### src/rtl/nibble_serial_adder_ctrl_pkg.sv
// Shared definitions for the nibble-serial adder: slice width, FSM states,
// and the index-counter width helper.
package seq_add_pkg;

    localparam int unsigned NIBBLE_W = 4;

    typedef enum logic [1:0] {
        IDLE = 2'd0,
        ADD  = 2'd1,
        DONE = 2'd2
    } state_t;

    // A single-nibble build still needs a one-bit index register.
    function automatic int unsigned idx_width(input int unsigned n);
        return (n <= 1) ? 1 : $clog2(n);
    endfunction

endpackage

### src/rtl/nibble_serial_adder_ctrl_nibble_adder.sv
// Purely combinational 4-bit ripple adder; one instance is shared across all
// cycles of a wide addition.
module nibble_adder
    import seq_add_pkg::*;
(
    input  logic [NIBBLE_W-1:0] a4,
    input  logic [NIBBLE_W-1:0] b4,
    input  logic                ci,
    output logic [NIBBLE_W-1:0] s4,
    output logic                co
);

    logic w_carry;

    always_comb begin
        w_carry = ci;
        s4      = '0;
        for (int unsigned i = 0; i < NIBBLE_W; i++) begin
            s4[i]   = a4[i] ^ b4[i] ^ w_carry;
            w_carry = (a4[i] & b4[i]) | (w_carry & (a4[i] ^ b4[i]));
        end
        co = w_carry;
    end

endmodule

### src/rtl/nibble_serial_adder_ctrl.sv
// Nibble-serial wide adder: one shared 4-bit adder, LSB nibble first, carry
// held in a register between cycles. Optional ovf port: SEQ_ADD_OVF_EN.
module nibble_serial_adder_ctrl
    import seq_add_pkg::*;
#(
    parameter int unsigned NIBBLES = 4
)
(
    input  logic                          clk,
    input  logic                          reset,
    input  logic                          start,
    input  logic [NIBBLE_W*NIBBLES-1:0]   a,
    input  logic [NIBBLE_W*NIBBLES-1:0]   b,
    input  logic                          cin,
    output logic                          busy,
    output logic                          done,
    output logic [NIBBLE_W*NIBBLES-1:0]   sum,
    output logic                          cout
`ifdef SEQ_ADD_OVF_EN
    ,
    output logic                          ovf
`endif
);

    localparam int unsigned W  = NIBBLE_W * NIBBLES;
    localparam int unsigned IW = idx_width(NIBBLES);

    state_t             r_state;
    logic [IW-1:0]      r_idx;
    logic [W-1:0]       r_a;
    logic [W-1:0]       r_b;
    logic               r_carry;
    logic [W-1:0]       r_res;
    logic [W-1:0]       r_sum;
    logic               r_cout;
    logic               r_busy;
    logic               r_done;
`ifdef SEQ_ADD_OVF_EN
    logic               r_ovf;
`endif

    logic [NIBBLE_W-1:0] w_a4;
    logic [NIBBLE_W-1:0] w_b4;
    logic [NIBBLE_W-1:0] w_s4;
    logic                w_co;
    logic [W-1:0]        w_res_next;
    logic                w_last;

    // Operand slice selected by the running nibble index.
    always_comb begin
        w_a4 = '0;
        w_b4 = '0;
        for (int unsigned i = 0; i < NIBBLES; i++) begin
            if (r_idx == IW'(i)) begin
                w_a4 = r_a[i*NIBBLE_W +: NIBBLE_W];
                w_b4 = r_b[i*NIBBLE_W +: NIBBLE_W];
            end
        end
    end

    nibble_adder u_nibble_adder (
        .a4 (w_a4),
        .b4 (w_b4),
        .ci (r_carry),
        .s4 (w_s4),
        .co (w_co)
    );

    // Result with the current nibble merged in, so the final edge can publish
    // the fully assembled word directly to sum.
    always_comb begin
        w_res_next = r_res;
        for (int unsigned i = 0; i < NIBBLES; i++) begin
            if (r_idx == IW'(i)) begin
                w_res_next[i*NIBBLE_W +: NIBBLE_W] = w_s4;
            end
        end
    end

    assign w_last = (r_idx == IW'(NIBBLES - 1));

    always_ff @(posedge clk or posedge reset) begin
        if (reset) begin
            r_state <= IDLE;
            r_idx   <= '0;
            r_a     <= '0;
            r_b     <= '0;
            r_carry <= 1'b0;
            r_res   <= '0;
            r_sum   <= '0;
            r_cout  <= 1'b0;
            r_busy  <= 1'b0;
            r_done  <= 1'b0;
`ifdef SEQ_ADD_OVF_EN
            r_ovf   <= 1'b0;
`endif
        end else begin
            case (r_state)
                IDLE: begin
                    r_done <= 1'b0;
                    if (start) begin
                        r_a     <= a;
                        r_b     <= b;
                        r_carry <= cin;
                        r_idx   <= '0;
                        r_busy  <= 1'b1;
                        r_state <= ADD;
                    end
                end

                ADD: begin
                    r_res   <= w_res_next;
                    r_carry <= w_co;
                    if (w_last) begin
                        r_idx   <= '0;
                        r_sum   <= w_res_next;
                        r_cout  <= w_co;
`ifdef SEQ_ADD_OVF_EN
                        r_ovf   <= (r_a[W-1] == r_b[W-1]) &&
                                   (w_res_next[W-1] != r_a[W-1]);
`endif
                        r_busy  <= 1'b0;
                        r_done  <= 1'b1;
                        r_state <= DONE;
                    end else begin
                        r_idx   <= r_idx + IW'(1);
                    end
                end

                DONE: begin
                    r_done  <= 1'b0;
                    r_state <= IDLE;
                end

                default: begin
                    r_busy  <= 1'b0;
                    r_done  <= 1'b0;
                    r_state <= IDLE;
                end
            endcase
        end
    end

    assign busy = r_busy;
    assign done = r_done;
    assign sum  = r_sum;
    assign cout = r_cout;
`ifdef SEQ_ADD_OVF_EN
    assign ovf  = r_ovf;
`endif

endmodule

### config.mk
export PLATFORM = sky130hd
export DESIGN_NAME = nibble_serial_adder_ctrl
export DESIGN_NICKNAME = d
export VERILOG_FILES = /design/src/rtl/nibble_serial_adder_ctrl_pkg.sv /design/src/rtl/nibble_serial_adder_ctrl_nibble_adder.sv /design/src/rtl/nibble_serial_adder_ctrl.sv
export SDC_FILE = /design/constraint.sdc
export NUM_CORES = 1
export LEC_CHECK = 0
export ABC_AREA = 0
export BUFFER_PORTS_ARGS = -buffer_cell sky130_fd_sc_hd__buf_2
export CAP_MARGIN = 40
export CORE_UTILIZATION = 55
export CTS_CLUSTER_SIZE = 8
export DETAILED_ROUTE_END_ITERATION = 7
export HOLD_SLACK_MARGIN = 0.15
export PLACE_DENSITY = 0.78
export SYNTH_ARGS = -nofsm -noshare
export SYNTH_HDL_FRONTEND = slang
export SYNTH_SLANG_ARGS = --single-unit
### constraint.sdc
create_clock -name clk -period 3.9 [get_ports clk]
set_clock_uncertainty 0.05 [all_clocks]
set_input_delay 0.585 -clock clk [delete_from_list [all_inputs] [get_ports clk]]
set_output_delay 0.585 -clock clk [all_outputs]
set_load 0.05 [all_outputs]
==> impl_results.md, run 1 <==
* Status: finished clean
* Sink Count at between 60 and 70
* Adder-cell area share of the yosys netlist at around 4.2%
* CP cell instances: inv_1 > ha_1 > nor2b_1 > a22oi_1 > a221oi_1 > fa_1 > fa_1 > fa_1 > fa_1 > mux2i_1 > o21ai_0
* Post-synthesis sequential area ratio at approximately 55%
* RSZ-0062 raised after global routing: false
* CP startpoint: r_idx[0]
* Final Non-Filler Cells at around 370
* Clock buffer depth at 2
* Overall routed net length at approximately 6.0 mm
* CTS H-tree lvls at 3
* Routed wire per std cell at 16.40 um
* WS Path Type: reg2reg
* Critical Path AT at approximately 3900 ps
* Mux cell area share after synthesis at between 20 and 25%
* Area Overhead vs Synth at 16.84%
* EDFF count, synth at 0
* Synth warn at 0
* Fmax at between 0.2 and 0.3 GHz
* Dpl hpwl at 4.284 mm
* Post-route clock period utilization at a little over nine tenths
* Clock slew at reported path FFs at 70 ps
* CTS tree: yes
* Die width at between 70 and 80 um
* I/O Pins at between 50 and 60
* Initial core utilization at around 60%
* Post-Syn Nets at 277
* DR vias at between 2000 and 2500
* Fin crit period at 3669 ps
* Port Buf Inserts at 54
* Crit Path Max Fanout at 7
* Simple-Gate Fraction of Synth Area at ~7.0%
* Largest family of logic cells by synthesized area: multiplexers
* Async set-reset flop share out of synthesis at 100.0%
* Slew Limit Fails at 0
* Pre-Repair DR Iteration Count at 4
* CP Capture Type: flop
* Max-Cap Viols at 0
* Vias/cell at 5.474
* Slowest-stage cell, CP: fa_1
* GP Congestion at approximately 0.8
* Top delay family on crit path: adder cells
* Fill cells at 432
* Synth Cell Area at approximately 3000 um^2
* Avg Cell Area, Syn at roughly 13 um^2
* Measured slew at the worst slew-check pin at 753.7 ps
* FF/Latch Area at 1702 um^2
* Postcts setup bufs at 0
* Post-synthesis compound-gate area fraction at just under 8%
* Distinct cell type count after synthesis at 33
* DRC viols at 0
* WP data required at around 4000 ps
* Worst-Skew Late Latency at roughly 350 ps
* Worst hold slack at approximately 320 ps
* Nets at around 340
* Hold Buf Count CTS at 0
* Worst reg2reg startpoint: r_idx[0]
* Predominant post-synthesis flop cell: dfrtp_1
* Core area at approximately 5300 um^2
* Mapped Cells at about 230
* Critical path launch point type: flop
* Post-placement cell count at about 350
* Final setup violation count at 0
* Synth Area in XOR/XNOR at 0%
* Die area at roughly 5900 um^2
* Num CTS Buffers at 9
* Class of the worst hold path: in2async
* Global Route Usage Sum at 23.73%
* Most used cell, CP: fa_1
* First-pass GRT wire length at about 11 mm
* GRT Residual Overflow at 0
* Antenna fix cells at 0
* Hold Vio Cnt, Final at 0
* Layout cells sized above 1 at 43.10%
* Setup TNS at 0 ps
* CP Buf/Inv Count at 1
* Post-CTS resize count at 0
* Flops & latches, synth at 68
* Post-route ant nets at 0
* Relative slew margins at roughly half
* Drt first-iter violations at 63
* Chip height at between 70 and 80 um
* Vias in the first global route at 2203
* Area of the multi-input gates at between 1000 and 1500 um^2
* Slowest stage delay, CP at around 640 ps
* Initial antenna violation count at 0
* # rows at 26
* Clock Root Buffer: clkbuf_8
* Largest net degree at the start of global routing at 39
[metrics by stage]
stage | worst slack (ps) | util, % | instance area (um^2)
2_1_floorplan | 446.1 | - | 3092
3_3_place_gp | 461.0 | 64.96 | 3423
3_5_place_dp | 288.7 | 65.34 | 3443
4_1_cts | 262.0 | 68.54 | 3612
5_1_grt | 30.36 | 68.54 | 3612
6_report | 231.3 | 68.54 | 3612
[cell usage in the layout (no fill, tap or decap), types with 4 or more instances in the layout]
| cell | Yosys | layout |
|---|---|---|
| a221oi_1 | 7 | 7 |
| a22oi_1 | 7 | 7 |
| buf_2 | 3 | 54 |
| buf_4 | 1 | 7 |
| clkbuf_8 | 0 | 11 |
| dfrtp_1 | 68 | 68 |
| fa_1 | 4 | 4 |
| ha_1 | 4 | 4 |
| inv_1 | 12 | 11 |
| mux2_2 | 49 | 49 |
| mux2i_1 | 13 | 13 |
| nand2_1 | 16 | 16 |
| nor3b_1 | 8 | 8 |
| o21ai_0 | 13 | 13 |
[final timing paths]
kind / slack (ps) / endpoint / cells after the start
setup / recovery: 230 / sum[3] / 11
hold / removal: 320 / sum[2] / 2
setup reg to reg: 230 / sum[3] / 11
hold reg to reg: 420 / sum[8] / 2
max in group asynchronous: 2610 / r_b[5] / 3
min in group clk: 410 / r_a[4] / 2
[cells in the mapped netlist, drive strengths merged, types with 3 or more instances]
master  instances  share of area [%]
nor2            3               0.61
ha              4                1.6
o21ai          13                2.1
nand2          16                1.9
mux2i          13                4.2
nor3b           8                1.9
a221oi          7                2.0
a22oi           7                1.7
mux2           49                 18
buf             8                1.9
clkbuf          5               0.61
inv            12                1.5
fa              4                2.6
dfrtp          68                 55
[flip-flops by register name, summed over array words and instances (netlist names)]
name	flops
busy	1
r_res	12
r_state	2
sum	16
cout	1
r_a	16
r_idx	2
r_b	16
r_carry	1
done	1
[final cells by class]
type | count | area share [%]
clock buffer | 13 | 4.399
inverter | 12 | 1.247
sequential | 68 | 47.11
timing repair buffer | 62 | 9.491
clock inverter | 2 | 0.2771
multi-input combinational | 140 | 35.05
tap | 70 | 2.425
[kinds of logic after synthesis]
kind of cell,Yosys count
DFF,68
AOI/OAI and AO/OA,35
muxes,62
buffers and inverters,25
adders and majority gates,8
and+or+nand+nor,35
[layer usage]
metal / wire length (um) / up-vias / GRT usage (%)
li1: - / 941 / -
met1: 2592 / 995 / 28.38
met2: 3013 / 61 / 38.48
met3: 309 / 12 / 9.524
met4: 104 / 0 / 9.057
met5: 0 / - / 0
Power of run 1 is left out: the tool's default activity adds up to more than one toggle a clock period on the data nets, which glitch-free logic cannot reach.
==> run 2, diff against run 1 <==
--- a/config.mk
+++ b/config.mk
@@ -7,3 +7,3 @@
 export LEC_CHECK = 0
-export ABC_AREA = 0
+export ABC_AREA = 1
 export BUFFER_PORTS_ARGS = -buffer_cell sky130_fd_sc_hd__buf_2
==> constraint.sdc (replaced) <==
create_clock -name clk -period 3.9 [get_ports clk]
set_clock_uncertainty 0.05 [all_clocks]
set_input_delay 0.78 -clock clk [delete_from_list [all_inputs] [get_ports clk]]
set_output_delay 0.78 -clock clk [all_outputs]
set_load 0.05 [all_outputs]
==> impl_results.md, run 2 <==
* EDFF count, synth at 0 (unchanged)
* Global Route Usage Sum at 24.73% (was 23.73%)
* Avg Cell Area, Syn at 8.130 um^2 (was 13.27 um^2)
* First-pass GRT wire length at 11.41 mm (was 10.52 mm)
* Initial antenna violation count at 0 (unchanged)
* Measured slew at the worst slew-check pin at 739.9 ps (was 753.7 ps)
* Max-Cap Viols at 0 (unchanged)
* Flops & latches, synth at 68 (unchanged)
* Peak supply drop at 439.9 uV
* WP data required at 4050 ps (was 4110 ps)
* Hold Vio Cnt, Final at 0 (unchanged)
* Relative slew margins at 50.60% (was 49.68%)
* # rows at 27 (was 26)
* Grt met1 use at 31.97% (was 28.38%)
* Critical Path AT at 3730 ps (was 3880 ps)
* Total power at 3.666 mW
* Synth top area cells: dfrtp_1 (54%), nand2_1 (23%), o21ai_0 (5.8%) (was dfrtp_1 (55%), mux2_2 (18%), mux2i_1 (4.2%))
* Commonest non-fill, non-tap cell in the layout: nand2_1 (was dfrtp_1)
* Post-synthesis sequential area ratio at 53.67% (was 55.04%)
* Async set-reset flop share out of synthesis at 100.0% (unchanged)
* Post-route ant nets at 0 (unchanged)
* Postcts setup bufs at 0 (unchanged)
* Post-Syn Nets at 434 (was 277)
* Drt first-iter violations at 219 (was 63)
* DRC viols at 0 (unchanged)
* Placed instance area at 3453 um^2 (was 3443 um^2)
* Mapped Cells at 390 (was 233)
* Synth Cell Area at 3171 um^2 (was 3092 um^2)
* Synth warn at 0 (unchanged)
* GP Congestion at 0.8598 (was 0.8166)
* Predominant post-synthesis flop cell: dfrtp_1 (unchanged)
* Chip height at 77.93 um (was 76.98 um)
* Worst hold slack at 415.0 ps (was 317.4 ps)
* Core area at 5540 um^2 (was 5270 um^2)
* CTS H-tree lvls at 3 (unchanged)
* Die width at 77.93 um (was 76.98 um)
* Crit Path Max Fanout at 10 (was 7)
* Clock slew at reported path FFs at 70 ps (about the same)
* I/O Pins at 55 (unchanged)
* Layout cells sized above 1 at 18.79% (was 43.10%)
* Fin crit period at 3581 ps (was 3669 ps)
* Finished Cell Area at 3655 um^2 (was 3612 um^2)
* Leading cell type by number of instances after synthesis: nand2_1 (was dfrtp_1)
* Final Non-Filler Cells at 519 (was 367)
* GRT busiest layer: met2 (unchanged)
* CTS tree: yes (unchanged)
* Hold Buf Count CTS at 0 (unchanged)
* Critical path launch point type: flop (unchanged)
* Final setup violation count at 0 (unchanged)
* Power per cell area at approximately 1000 nW/um^2
* Clock Root Buffer: clkbuf_8 (unchanged)
* Leak pwr at just over 2 nW
* Routed wire per std cell at 12.68 um (was 16.40 um)
* Status: finished clean (unchanged)
* Post-placement cell count at 503 (was 352)
* Sink Count at 68 (unchanged)
* RSZ-0062 raised after global routing: false (unchanged)
* Vias in the first global route at 2482 (was 2203)
* Nets at 486 (was 337)
* GRT Residual Overflow at 0 (unchanged)
* Top-area cell type share of the netlist area at 53.67% (was 55.04%)
* Die area at 6072 um^2 (was 5925 um^2)
* Most frequent cells in the layout: nand2_1 (192), dfrtp_1 (68), buf_2 (54) (was dfrtp_1 (68), buf_2 (54), mux2_2 (49))
* Worst-Skew Late Latency at 340 ps (was 350 ps)
* Commonest cells in the synthesized netlist: nand2_1 (192), dfrtp_1 (68), o21ai_0 (37) (was dfrtp_1 (68), mux2_2 (49), nand2_1 (16))
* Area Overhead vs Synth at 15.27% (was 16.84%)
* DR vias at 2558 (was 2009)
* Num CTS Buffers at 9 (unchanged)
* Dpl hpwl at 4.700 mm (was 4.284 mm)
* Class of the worst hold path: reg2reg (was in2async)
* Overall routed net length at 6.580 mm (was 6.020 mm)
* GR Util met3 at 4.824% (was 9.524%)
* Vias/cell at 4.929 (was 5.474)
* Most area-hungry cell type in the Yosys netlist: dfrtp_1 (unchanged)
* GR Util met2 at 40.35% (was 38.48%)
* Post-CTS resize count at 0 (unchanged)
* CP Capture Type: flop (unchanged)
* Post-route clock period utilization at 91.83% (was 94.07%)
* Pre-Repair DR Iteration Count at 4 (unchanged)
* Antenna fix cells at 0 (unchanged)
* Slew Limit Fails at 0 (unchanged)
* Distinct cell type count after synthesis at 19 (was 33)
* Port Buf Inserts at 54 (unchanged)
* Setup TNS at 0 ps (unchanged)
* WS Path Type: reg2reg (unchanged)
* Fmax at 0.2792 GHz (was 0.2726 GHz)
* Largest net degree at the start of global routing at 43 (was 39)
* Clock buffer depth at 2 (unchanged)
* Initial core utilization at 57.23% (was 58.67%)
-- run 2: routing by layer --
metal / up-vias / routed length [um]
met5: - / 0
met1: 1182 / 2941
met4: 0 / 151
met3: 14 / 243
met2: 65 / 3244
li1: 1297 / -
-- run 2: cell type report --
| type | instances | area [um^2] |
|---|---|---|
| Clock inverter | 5 | 50.05 |
| Multi-Input combinational cell | 272 | 1235 |
| Sequential cell | 68 | 1702 |
| Fill cell | 509 | 1886 |
| Timing Repair Buffer | 58 | 300.3 |
| Clock buffer | 11 | 151.4 |
| Tap cell | 72 | 90.09 |
| Inverter | 33 | 126.4 |
-- run 2: kinds of logic after synthesis --
logic type	count (synthesis)	share of synthesized area (%)
and+or+nand+nor	211	26.48
buffers and inverters	50	7.379
adders and majority gates	8	4.104
AOI/OAI and AO/OA	53	8.366
DFF	68	53.67
-- run 2: worst paths after layout --
check / startpoint / to / slack (ps) / depth (start not counted)
worst max-delay path: r_idx[0] / r_res[11] / 320 / 13
worst min-delay path: sum[10] / sum[10] / 420 / 2
worst max register to register: r_idx[0] / r_res[11] / 320 / 13
worst min register to register: sum[10] / sum[10] / 420 / 2
max in group asynchronous: reset / r_b[1] / 2360 / 3
min in group asynchronous: reset / sum[0] / 510 / 2
-- run 2: per-stage QoR --
step	utilization (%)	worst slack, ps
after floorplan	-	618.5
after global placement	62.33	455.3
after detailed placement	62.33	342.1
after CTS	65.97	330.2
after global routing	65.97	31.62
final	65.97	318.7
-- run 2: power by group --
| group | internal (mW) | switching, mW | total (mW) |
|---|---|---|---|
| combinational | 0.580 | 1.31 | 1.89 |
| sequential | 1.02 | 0.173 | 1.20 |
| clock | 0.326 | 0.255 | 0.580 |
| total | 1.93 | 1.74 | 3.67 |
-- run 2: critical path: stages, from the launching register on --
cell	delay [ps]
dfrtp_1	410
inv_1	120
ha_1	380
inv_1	180
nand3_1	130
a21oi_1	100
fa_1	440
fa_1	400
fa_1	390
fa_1	510
nand2_1	100
o21ai_0	100
nand2_1	70
o21ai_0	70
Power figures use the tool's default switching activity.
==> run 3, diff against run 2 <==
ABC_AREA = 0   (was 1)
==> impl_results.md, run 3 (synthesis results as in run 1) <==
* Status: finished clean (unchanged)
* Largest net degree at the start of global routing at 33 (was 43)
* Pre-Repair DR Iteration Count at 4 (unchanged)
* Post-route clock period utilization at 93.44% (was 91.83%)
* Postcts setup bufs at 0 (unchanged)
* Critical Path AT at 3860 ps (was 3730 ps)
* Area of the multi-input gates at 1266 um^2 (was 1235 um^2)
* Chip height at 76.98 um (was 77.93 um)
* Sink Count at 68 (unchanged)
* Fin crit period at 3644 ps (was 3581 ps)
* FF/Latch Area at 1702 um^2 (unchanged)
* Port Buf Inserts at 54 (unchanged)
* Num CTS Buffers at 9 (unchanged)
* Max-Cap Viols at 0 (unchanged)
* Measured slew at the worst slew-check pin at 526.4 ps (was 739.9 ps)
* Worst-Skew Late Latency at 350 ps (was 340 ps)
* First-pass GRT wire length at 10.10 mm (was 11.41 mm)
* Core area at 5270 um^2 (was 5540 um^2)
* Fmax at 0.2744 GHz (was 0.2792 GHz)
* DRC viols at 0 (unchanged)
* Initial core utilization at 58.67% (was 57.23%)
* Commonest non-fill, non-tap cell in the layout: dfrtp_1 (was nand2_1)
* Layout Utilization at 69.16% (was 65.97%)
* Routed wire per std cell at 16.39 um (was 12.68 um)
* GRT Residual Overflow at 0 (unchanged)
* Setup TNS at 0 ps (unchanged)
* Clock buffer depth at 2 (unchanged)
* Critical path launch point type: flop (unchanged)
* Vias/cell at 5.415 (was 4.929)
* I/O Pins at 55 (unchanged)
* CP Capture Type: flop (unchanged)
* Overall routed net length at 6.048 mm (was 6.580 mm)
* Die width at 76.98 um (was 77.93 um)
* Die area at 5925 um^2 (was 6072 um^2)
* Pre-CTS setup slack at 326.5 ps (was 342.1 ps)
* Layout cells sized above 1 at 43.14% (was 18.79%)
* Initial antenna violation count at 0 (unchanged)
* Class of the worst hold path: in2async (was reg2reg)
* Post-CTS resize count at 0 (unchanged)
* Antenna fix cells at 0 (unchanged)
* DR vias at 1998 (was 2558)
* Global Route Usage Sum at 22.97% (was 24.73%)
* CTS tree: yes (unchanged)
* Clock slew at reported path FFs at 70 ps (about the same)
* WP data required at 4110 ps (was 4050 ps)
* Area Overhead vs Synth at 17.89% (was 15.27%)
* Fin worst setup slack at 255.8 ps (was 318.7 ps)
* Vias in the first global route at 2097 (was 2482)
* Dpl hpwl at 4.316 mm (was 4.700 mm)
* Crit Path Max Fanout at 9 (was 10)
* Drt first-iter violations at 178 (was 219)
* Worst hold slack at 405.5 ps (was 415.0 ps)
* Hold Vio Cnt, Final at 0 (unchanged)
* Slew Limit Fails at 0 (unchanged)
* # rows at 26 (was 27)
* Fill cells at 402 (was 509)
* WS Path Type: reg2reg (unchanged)
* Relative slew margins at 64.85% (was 50.60%)
* Clock Root Buffer: clkbuf_8 (unchanged)
* Post-route ant nets at 0 (unchanged)
* Most frequent cells in the layout: dfrtp_1 (68), buf_2 (54), mux2_2 (49) (was nand2_1 (192), dfrtp_1 (68), buf_2 (54))
* Final setup violation count at 0 (unchanged)
* GP Congestion at 0.7874 (was 0.8598)
* Hold Buf Count CTS at 0 (unchanged)
* Nets at 338 (was 486)
* CTS H-tree lvls at 3 (unchanged)
* RSZ-0062 raised after global routing: false (unchanged)
## run 3: critical path, cell delays in order (launching register included)
cell and delay (ps):
dfrtp_1 430, inv_1 110, ha_1 350, buf_4 220, nand2b_1 60, mux2i_1 170, a31oi_1 80, fa_1 390
fa_1 390, fa_1 390, fa_1 640, mux2i_1 110, o21ai_0 170
## run 3: stage by stage
| step | cell area [um^2] | std cells |
|---|---|---|
| global placement | 3423 | 351 |
| CTS | 3645 | 369 |
| floorplan | 3092 | 233 |
| global route | 3645 | 369 |
| finish | 3645 | 369 |
| detailed placement | 3463 | 353 |
## run 3: area by class of cell
class | instances | area share, %
Clock buffer | 15 | 4.840
Clock inverter | 1 | 0.1373
Inverter | 12 | 1.236
Tap cell | 70 | 2.403
Timing Repair Buffer | 63 | 9.955
Sequential cell | 68 | 46.69
Multi-Input combinational cell | 140 | 34.74
## run 3: worst paths after layout
kind	from	to	slack [ps]	cells past startpoint
min in group clk	sum[0]	sum[0]	420	2
worst max-delay path	r_idx[0]	sum[3]	260	12
max in group asynchronous	reset	r_res[3]	2850	3
worst min register to register	sum[0]	sum[0]	420	2
worst max register to register	r_idx[0]	sum[3]	260	12
worst min-delay path	reset	r_a[2]	410	2
## run 3: routing by layer
metal	vias up	GRT usage, %	part of all wire [%]
li1	949	-	-
met1	971	29.45	45
met5	-	0	0
met2	65	35.89	48
met4	0	13.02	2.4
met3	13	5.357	4.6
Power of run 3 is left out for the same reason.
